==> src/rtl/oled_send_arbiter.sv <==
// Round-robin, message-atomic sharing of the OLED byte-send port between NUM_REQ text sources.
// Defining OLED_ARB_TIMEOUT_EN adds a SEND watchdog that aborts a stalled message via timeout_err.
module oled_send_arbiter #(
  parameter int NUM_REQ        = 4,
  parameter int ID_W           = 2,
  parameter int TIMEOUT_CYCLES = 1000000
) (
  input  logic                 i_clock,
  input  logic                 i_reset,
  input  logic [NUM_REQ-1:0]   i_req_valid,
  input  logic [NUM_REQ*8-1:0] i_req_data,
  input  logic [NUM_REQ-1:0]   i_req_last,
  output logic [NUM_REQ-1:0]   o_req_ack,
  output logic [7:0]           o_sendData,
  output logic                 o_sendDataValid,
  input  logic                 i_sendDone,
  output logic                 o_grant_valid,
  output logic [ID_W-1:0]      o_grant_id,
  output logic                 o_timeout_err
);

  typedef enum logic [1:0] {S_IDLE, S_LOAD, S_SEND, S_GAP} state_t;

  state_t              r_state;
  state_t              w_state_nxt;
  logic [ID_W-1:0]     r_rr_ptr,      w_rr_ptr_nxt;
  logic [ID_W-1:0]     r_grant_id,    w_grant_id_nxt;
  logic                r_grant_valid, w_grant_valid_nxt;
  logic [7:0]          r_send_data,   w_send_data_nxt;
  logic                r_send_valid,  w_send_valid_nxt;
  logic [NUM_REQ-1:0]  r_req_ack,     w_req_ack_nxt;
  logic                r_last_q,      w_last_q_nxt;
  logic                r_timeout_err, w_timeout_err_nxt;

  logic                w_sel_valid;
  logic                w_sel_last;
  logic [7:0]          w_sel_data;
  logic [NUM_REQ-1:0]  w_rot;
  logic [ID_W:0]       w_sum;
  logic                w_any_req;
  logic [ID_W-1:0]     w_winner;
  logic                w_timeout;

  always_comb begin
    w_sel_valid = 1'b0;
    w_sel_last  = 1'b0;
    w_sel_data  = 8'h00;
    for (int i = 0; i < NUM_REQ; i++) begin
      if (r_grant_id == ID_W'(i)) begin
        w_sel_valid = i_req_valid[i];
        w_sel_last  = i_req_last[i];
        w_sel_data  = i_req_data[8*i +: 8];
      end
    end
  end

  // Rotate so bit 0 is rr_ptr; the first set bit gives the offset from rr_ptr.
  always_comb begin
    w_rot     = NUM_REQ'({i_req_valid, i_req_valid} >> r_rr_ptr);
    w_any_req = 1'b0;
    w_sum     = '0;
    for (int i = 0; i < NUM_REQ; i++) begin
      if (!w_any_req && w_rot[i]) begin
        w_any_req = 1'b1;
        w_sum     = {1'b0, r_rr_ptr} + (ID_W+1)'(i);
      end
    end
    if (w_sum >= (ID_W+1)'(NUM_REQ)) begin
      w_sum = w_sum - (ID_W+1)'(NUM_REQ);
    end
    w_winner = w_sum[ID_W-1:0];
  end

`ifdef OLED_ARB_TIMEOUT_EN
  logic [31:0] r_to_cnt;

  always_ff @(posedge i_clock or posedge i_reset) begin
    if (i_reset) begin
      r_to_cnt <= '0;
    end else if (r_state != S_SEND) begin
      r_to_cnt <= '0;
    end else begin
      r_to_cnt <= r_to_cnt + 32'd1;
    end
  end

  assign w_timeout = (r_state == S_SEND) && (r_to_cnt == 32'(TIMEOUT_CYCLES - 1));
`else
  assign w_timeout = 1'b0;
`endif

  always_ff @(posedge i_clock or posedge i_reset) begin
    if (i_reset) begin
      r_state       <= S_IDLE;
      r_rr_ptr      <= '0;
      r_grant_id    <= '0;
      r_grant_valid <= 1'b0;
      r_send_data   <= 8'h00;
      r_send_valid  <= 1'b0;
      r_req_ack     <= '0;
      r_last_q      <= 1'b0;
      r_timeout_err <= 1'b0;
    end else begin
      r_state       <= w_state_nxt;
      r_rr_ptr      <= w_rr_ptr_nxt;
      r_grant_id    <= w_grant_id_nxt;
      r_grant_valid <= w_grant_valid_nxt;
      r_send_data   <= w_send_data_nxt;
      r_send_valid  <= w_send_valid_nxt;
      r_req_ack     <= w_req_ack_nxt;
      r_last_q      <= w_last_q_nxt;
      r_timeout_err <= w_timeout_err_nxt;
    end
  end

  always_comb begin
    w_state_nxt = r_state;
    case (r_state)
      S_IDLE:  if (w_any_req && !i_sendDone) w_state_nxt = S_LOAD;
      S_LOAD:  if (w_sel_valid) w_state_nxt = S_SEND;
      S_SEND:  if (i_sendDone || w_timeout) w_state_nxt = S_GAP;
      S_GAP:   if (!i_sendDone) w_state_nxt = r_last_q ? S_IDLE : S_LOAD;
      default: w_state_nxt = S_IDLE;
    endcase
  end

  always_comb begin
    w_rr_ptr_nxt      = r_rr_ptr;
    w_grant_id_nxt    = r_grant_id;
    w_grant_valid_nxt = r_grant_valid;
    w_send_data_nxt   = r_send_data;
    w_send_valid_nxt  = r_send_valid;
    w_req_ack_nxt     = '0;
    w_last_q_nxt      = r_last_q;
    w_timeout_err_nxt = 1'b0;
    case (r_state)
      S_IDLE: begin
        if (w_any_req && !i_sendDone) begin
          w_grant_id_nxt    = w_winner;
          w_grant_valid_nxt = 1'b1;
        end
      end
      S_LOAD: begin
        if (w_sel_valid) begin
          w_send_data_nxt  = w_sel_data;
          w_last_q_nxt     = w_sel_last;
          w_send_valid_nxt = 1'b1;
          for (int i = 0; i < NUM_REQ; i++) begin
            w_req_ack_nxt[i] = (r_grant_id == ID_W'(i));
          end
        end
      end
      S_SEND: begin
        if (i_sendDone) begin
          w_send_valid_nxt = 1'b0;
        end else if (w_timeout) begin
          // Abort: release the grant at GAP as though this byte were the last.
          w_send_valid_nxt  = 1'b0;
          w_last_q_nxt      = 1'b1;
          w_timeout_err_nxt = 1'b1;
        end
      end
      S_GAP: begin
        if (!i_sendDone && r_last_q) begin
          w_grant_valid_nxt = 1'b0;
          w_rr_ptr_nxt      = (r_grant_id == ID_W'(NUM_REQ - 1)) ? '0 : r_grant_id + ID_W'(1);
        end
      end
      default: ;
    endcase
  end

  assign o_req_ack       = r_req_ack;
  assign o_sendData      = r_send_data;
  assign o_sendDataValid = r_send_valid;
  assign o_grant_valid   = r_grant_valid;
  assign o_grant_id      = r_grant_id;
  assign o_timeout_err   = r_timeout_err;

endmodule

==> config.mk <==
export PLATFORM = sky130hd
export DESIGN_NAME = oled_send_arbiter
export DESIGN_NICKNAME = d
export VERILOG_FILES = /design/src/rtl/oled_send_arbiter.sv
export SDC_FILE = /design/constraint.sdc
export NUM_CORES = 1
export LEC_CHECK = 0
export ABC_AREA = 0
export CAP_MARGIN = 5
export CELL_PAD_IN_SITES_DETAIL_PLACEMENT = 1
export CELL_PAD_IN_SITES_GLOBAL_PLACEMENT = 2
export CORE_ASPECT_RATIO = 2
export CORE_MARGIN = 1.5
export CORE_UTILIZATION = 24
export DETAILED_ROUTE_END_ITERATION = 10
export GPL_ROUTABILITY_DRIVEN = 0
export PLACE_DENSITY = 0.8
export SLEW_MARGIN = 20
export SYNTH_ARGS = -nofsm -noshare
export SYNTH_HDL_FRONTEND = slang
export SYNTH_SLANG_ARGS = --single-unit
==> constraint.sdc <==
create_clock -name i_clock -period 1.9 [get_ports i_clock]
set_input_delay 0.57 -clock i_clock [delete_from_list [all_inputs] [get_ports i_clock]]
set_output_delay 0.57 -clock i_clock [all_outputs]
set_load 0.05 [all_outputs]
# After elaboration in Yosys (flattened, before gate mapping)
# Index checks and enable logic that the tools add are counted.
[classes]
n_addsub = 5
n_lt_le_gt_ge = 1
n_eq_ne = 11
n_shift = 1
muxes = 36
n_reduce_logical = 19
[ops]
columns = ["operator", "count"]
rows = [
  ["2-to-1 mux 8 bit", 4],
  ["2-to-1 mux 1 bit", 17],
  ["2-to-1 mux 2 bit", 7],
  ["!= test 2 bit, second input constant", 5],
  ["2-to-1 mux 3 bit", 3],
  ["equality test 2 bit, second input constant", 4],
  ["2-to-1 mux 4 bit", 2],
  ["case mux 2 bit (4 select lines)", 1],
  ["right shift 8 x 2 -> 4 bit", 1],
  ["adder 2 x 2 -> 3 bit, second input constant", 2],
  ["AND reduction 2 bit", 3],
  ["AND reduction 3 bit", 2],
  ["logical AND 1 bit", 5],
  ["equality test 2 x 1 -> 1 bit, second input constant", 2],
  ["logical NOT 1 bit", 4],
  ["logical NOT 2 bit", 2],
  ["case mux 1 bit (2 select lines)", 2],
  ["AND reduction 4 bit", 1],
  ["nonzero test 2 bit", 2],
  ["adder 2 x 1 -> 3 bit, second input constant", 1],
  ["greater-or-equal comparator 3 bit, second input constant", 1],
  ["adder 2 x 1 -> 2 bit, second input constant", 1],
  ["subtractor 2 x 1 -> 2 bit, second input constant", 1],
]
[totals]
register_bits = 21
in_bits = 43
output_inout_bits = 17
wordCells = 81

# Depth between registers and ports, before layout
[depth]
word_depth = 14
ltp_mapped = 9
ltp_nobuf = 7

# Worst setup path before layout
# No wires, ideal clock.
[synth_path]
kind = "flip-flop to flip-flop"
startpoint = "register r_grant_id[1] (netlist: o_grant_id[1])"
endpoint = "register r_send_data[7] (netlist: o_sendData[7])"
setup_time_ns = 0.073
arrival_ns = 1.926
t_required_ns = 1.827
setup_slack_ns = -0.099
stages_incl_launch_ff = 10
path_buffers = 2
synth_period_minus_slack_ns = 1.999
cell_sequence = "dfrtp_1 inv_1 ha_1 nor2b_4 buf_6 a21oi_2 nor3b_4 buf_6 nor2_2 a21oi_2"
[synth_via]
elab_chain_len = 6
word_cells_on_any_way = 13
cone_classes = "eq/ne: 3; mux: 8; reduce/logical: 2"
[synth_lines]
columns = ["element", "line_no", "source"]
rows = [
  ["start, declared", "27", "logic [ID_W-1:0] r_grant_id, w_grant_id_nxt;"],
  ["start signal, assigned", "106", "r_grant_id <= w_grant_id_nxt;"],
  ["logical NOT 2 bit", "49", "if (r_grant_id == ID_W'(i)) begin"],
  ["2-to-1 mux 1 bit (4 in a row)", "49", ""],
  ["AND reduction 2 bit (no source line)", "n/a", ""],
  ["end signal, assigned", "108", "r_send_data <= w_send_data_nxt;"],
  ["end, declared", "29", "logic [7:0] r_send_data, w_send_data_nxt;"],
]
# Several ways; a longest one is shown, not always the timed one.
# A chain may end at the register's enable or synchronous reset.

# Final worst setup path
[layout_path]
startpoint = "register r_grant_id[1] (netlist: o_grant_id[1])"
endpoint = "register r_req_ack[2] (netlist: o_req_ack[2])"
[layout_via]
elab_chain_len = 7
word_cells_on_any_way = 10
cone_classes = "eq/ne: 3; mux: 6; reduce/logical: 1"
[layout_lines]
columns = ["element", "line_no", "source"]
rows = [
  ["logical NOT 2 bit", "49", ""],
  ["2-to-1 mux 1 bit (4 in a row)", "49", ""],
  ["2-to-1 mux 4 bit *", "144", "if (w_sel_valid) begin"],
  ["2-to-1 mux 4 bit *", "136", "case (r_state)"],
  ["via w_req_ack_nxt[2]", "31", "logic [NUM_REQ-1:0] r_req_ack, w_req_ack_nxt;"],
  ["end signal, assigned", "110", "r_req_ack <= w_req_ack_nxt;"],
  ["end, declared", "31", ""],
]
# The timed path passes the listed nets; every way through them passes the cells marked *.

==> reports/results.txt <==
endpoints failing setup -> 0
Num CTS Buffers -> 3
I/O Pins -> 60
CP Launch Type -> flop
CP max-delay cell -> dfrtp_2
Post-Syn Nets -> 203
Cells after Synth -> 151
post-DR wirelength/cell -> 16.2 um
Clock Pin Slew Worst Setup and Hold Paths -> 60 ps
Layout area overhead -> 64.2%
Core ar. -> 5760 um^2
Final WS setup -> 70.5 ps
via count -> 1422
final non-filler cell total -> 285
Hold Startpoint -> o_sendData[6]
Final Util -> 0.409
outcome -> finished with violations
# DRC -> 2
cell-by-cell trace of the critical path -> inv_1 -> ha_2 -> a211o_1 -> a21oi_4 -> nor3b_4 -> buf_4 -> buf_12 -> and2_1
DIE AREA -> 6480 um^2
Place WS -> -228 ps
H-tree levels -> 1
Buf/Inv on CP -> 3
Placed Instances -> 274
worst-path fanout max -> 11
Initial Util -> 0.249
Die Y-Extent -> 112 um
top post-synthesis cells by area -> dfrtp_1, ha_1, a21oi_2
ANT nets after route -> 0
Final Max Tran Viols -> 0
Critical Path Sink Type -> flop
routed wire length -> 4.63 mm
EDFF count, synth -> 0
total gr overflow -> 0
Worst-Skew Late Latency -> 250 ps
depth of the worst hold-timing path -> 2
CP arrival -> 1970 ps
DP Wirelength -> 3.55 mm
max_cap viols -> 0
commonest non-fill, non-tap cell in the layout -> clkdlybuf4s50_1
critical path class -> flop to flop
reg-to-reg critical path endpoint -> o_req_ack[2]
Hold/Removal Path Class -> flop to flop
worst stage delay on the critical path -> 420 ps
fin crit period -> 1830 ps
Max Buffers Root-to-Sink -> 2
vias in the first global route -> 1464
Fmax -> 0.547 GHz
Std-Cell Rows -> 39
Primary FF master, synth -> dfrtp_1
flop and latch count out of synthesis -> 21
initial antenna violation count -> 0
DRT Pass-1 Iters -> 9
Synth top area share -> 0.366
# port buffers -> 58
cell family with most CP delay -> compound AO/OA/AOI/OAI gates
Layout Nets -> 277
reg2reg start -> o_grant_id[1]
WP data required -> 2040 ps
most frequent cells in the layout -> clkdlybuf4s50_1, buf_4, dfrtp_1, a21oi_2, a21oi_1
library cells used by synthesis -> 39
leak pwr -> 1.03 nW
mean area per synthesized cell -> 9.50 um^2
CTS tree -> yes
biggest area consumer among synthesized cells -> dfrtp_1
WHS Endpoint -> o_sendData[6]
Post-CTS Hold Buffers -> 0
CTS sink cnt -> 21
Synth async-reset ratio -> 1.00
Fin. Hold Viols -> 0
reg2reg setup slack -> 70 ps
PwrDens -> 1780 nW/um^2
Clock Tree Root -> clkbuf_16
global-route wire length before repair -> 7.09 mm
Die Wd -> 57.7 um
worst r2r path cells -> 8
Clock Skews -> 2.57 ps
peak supply drop -> 0.599 mV
All-Layer GR Usage -> 0.143
sequential area share after synthesis -> 0.366
largest net degree at the start of global routing -> 22
vias per cell -> 4.99
Yosys warnings -> 0
number of antenna diodes -> 0
final period utilization -> 0.963
Mapped Area -> 1440 um^2
failing checks -> DRC
Initial DRC Count -> 17
share of layout cells above drive strength 1 -> 0.348
cell usage after synthesis, types with 2 or more instances:
master	count
mux2_2	2
o21ai_0	3
nor2_2	9
inv_1	10
a221oi_1	8
a21oi_2	10
ha_1	9
and2_1	3
nor2b_1	8
nand2_1	10
clkbuf_1	2
a21oi_1	14
nor2_1	4
buf_6	3
o22ai_1	2
buf_2	3
o31ai_1	2
nor3_1	8
dfrtp_1	21
power by group:
| group | internal, mW | leakage [nW] | switching [mW] |
|---|---|---|---|
| logic | 1.26 | 0.745 | 1.64 |
| registers | 0.657 | 0.248 | 0.189 |
| clock network | 0.283 | 0.0409 | 0.168 |
| total | 2.20 | 1.03 | 1.99 |
logic make-up after synthesis:
| family | count (synthesis) | share of synthesized area |
|---|---|---|
| adders and majority gates | 9 | 0.0785 |
| and+or+nand+nor | 48 | 0.203 |
| AOI/OAI and AO/OA | 50 | 0.256 |
| muxes | 3 | 0.0227 |
| DFF | 21 | 0.366 |
| other | 1 | 0.00261 |
| buffers and inverters | 19 | 0.0706 |
through the flow:
step                      instance area [um^2]  TNS [ps]  hold slack, ps  total power [mW]
after floorplan                           1440         0             493              2.67
after global placement                    2130     -2920             512              3.39
after detailed placement                  2130     -3270             516              3.46
after CTS                                 2210         0             533              3.92
after global routing                      2360      -254             551              4.52
final                                     2360         0             527              4.20
state kept, by name (all words and copies together), names as in the netlist:
| signal | count |
|---|---|
| r_rr_ptr | 2 |
| o_grant_valid | 1 |
| r_last_q | 1 |
| o_sendDataValid | 1 |
| r_state | 2 |
| o_grant_id | 2 |
| o_sendData | 8 |
| o_req_ack | 4 |
final cells by class:
cell class                      count  area (um^2)
Fill cell                         676         3400
Multi-Input combinational cell    111          871
Timing Repair Buffer               78          763
Sequential cell                    21          528
Tap cell                           61         76.3
Clock buffer                        3         75.1
Inverter                           10         37.5
Clock inverter                      1         5.00
layer usage:
| metal | GRT usage | part of all wire | vias to the layer above | routed length [um] |
|---|---|---|---|---|
| met5 | 0 | 0 | - | 0 |
| met4 | 0.0651 | 0.034 | 0 | 157 |
| met3 | 0.0138 | 0.020 | 12 | 91 |
| met2 | 0.274 | 0.60 | 32 | 2770 |
| met1 | 0.147 | 0.35 | 693 | 1620 |
| li1 | - | - | 685 | - |
what timing repair did:
item / CTS / global route
resized for setup: 0 / 16
endpoints found under the setup margin: 0 / 14
buffers inserted: 0 / 5
endpoints found under the hold margin: 0 / 0
worst register-to-register path, stage by stage, from the launching register on:
cell and delay (ps):
dfrtp_2 420, inv_1 90, ha_2 210, a211o_1 330, a21oi_4 170, nor3b_4 70
buf_4 140, buf_12 140, and2_1 150
worst max path at each step:
| stage | cells after the start | end | startpoint | slack [ps] |
|---|---|---|---|---|
| 3_3_place_gp | 7 | r_state[0] | i_req_valid[1] | -190 |
| 2_1_floorplan | 9 | o_sendData[7] | o_grant_id[1] | 70 |
| 6_report | 8 | o_req_ack[2] | o_grant_id[1] | 70 |
| 5_1_grt | 9 | o_sendData[3] | o_grant_id[0] | -40 |
| 3_5_place_dp | 7 | r_state[0] | i_req_valid[1] | -230 |
| 4_1_cts | 8 | o_sendData[6] | o_grant_id[0] | 30 |
Note: power is estimated with default switching activity, not from simulation.
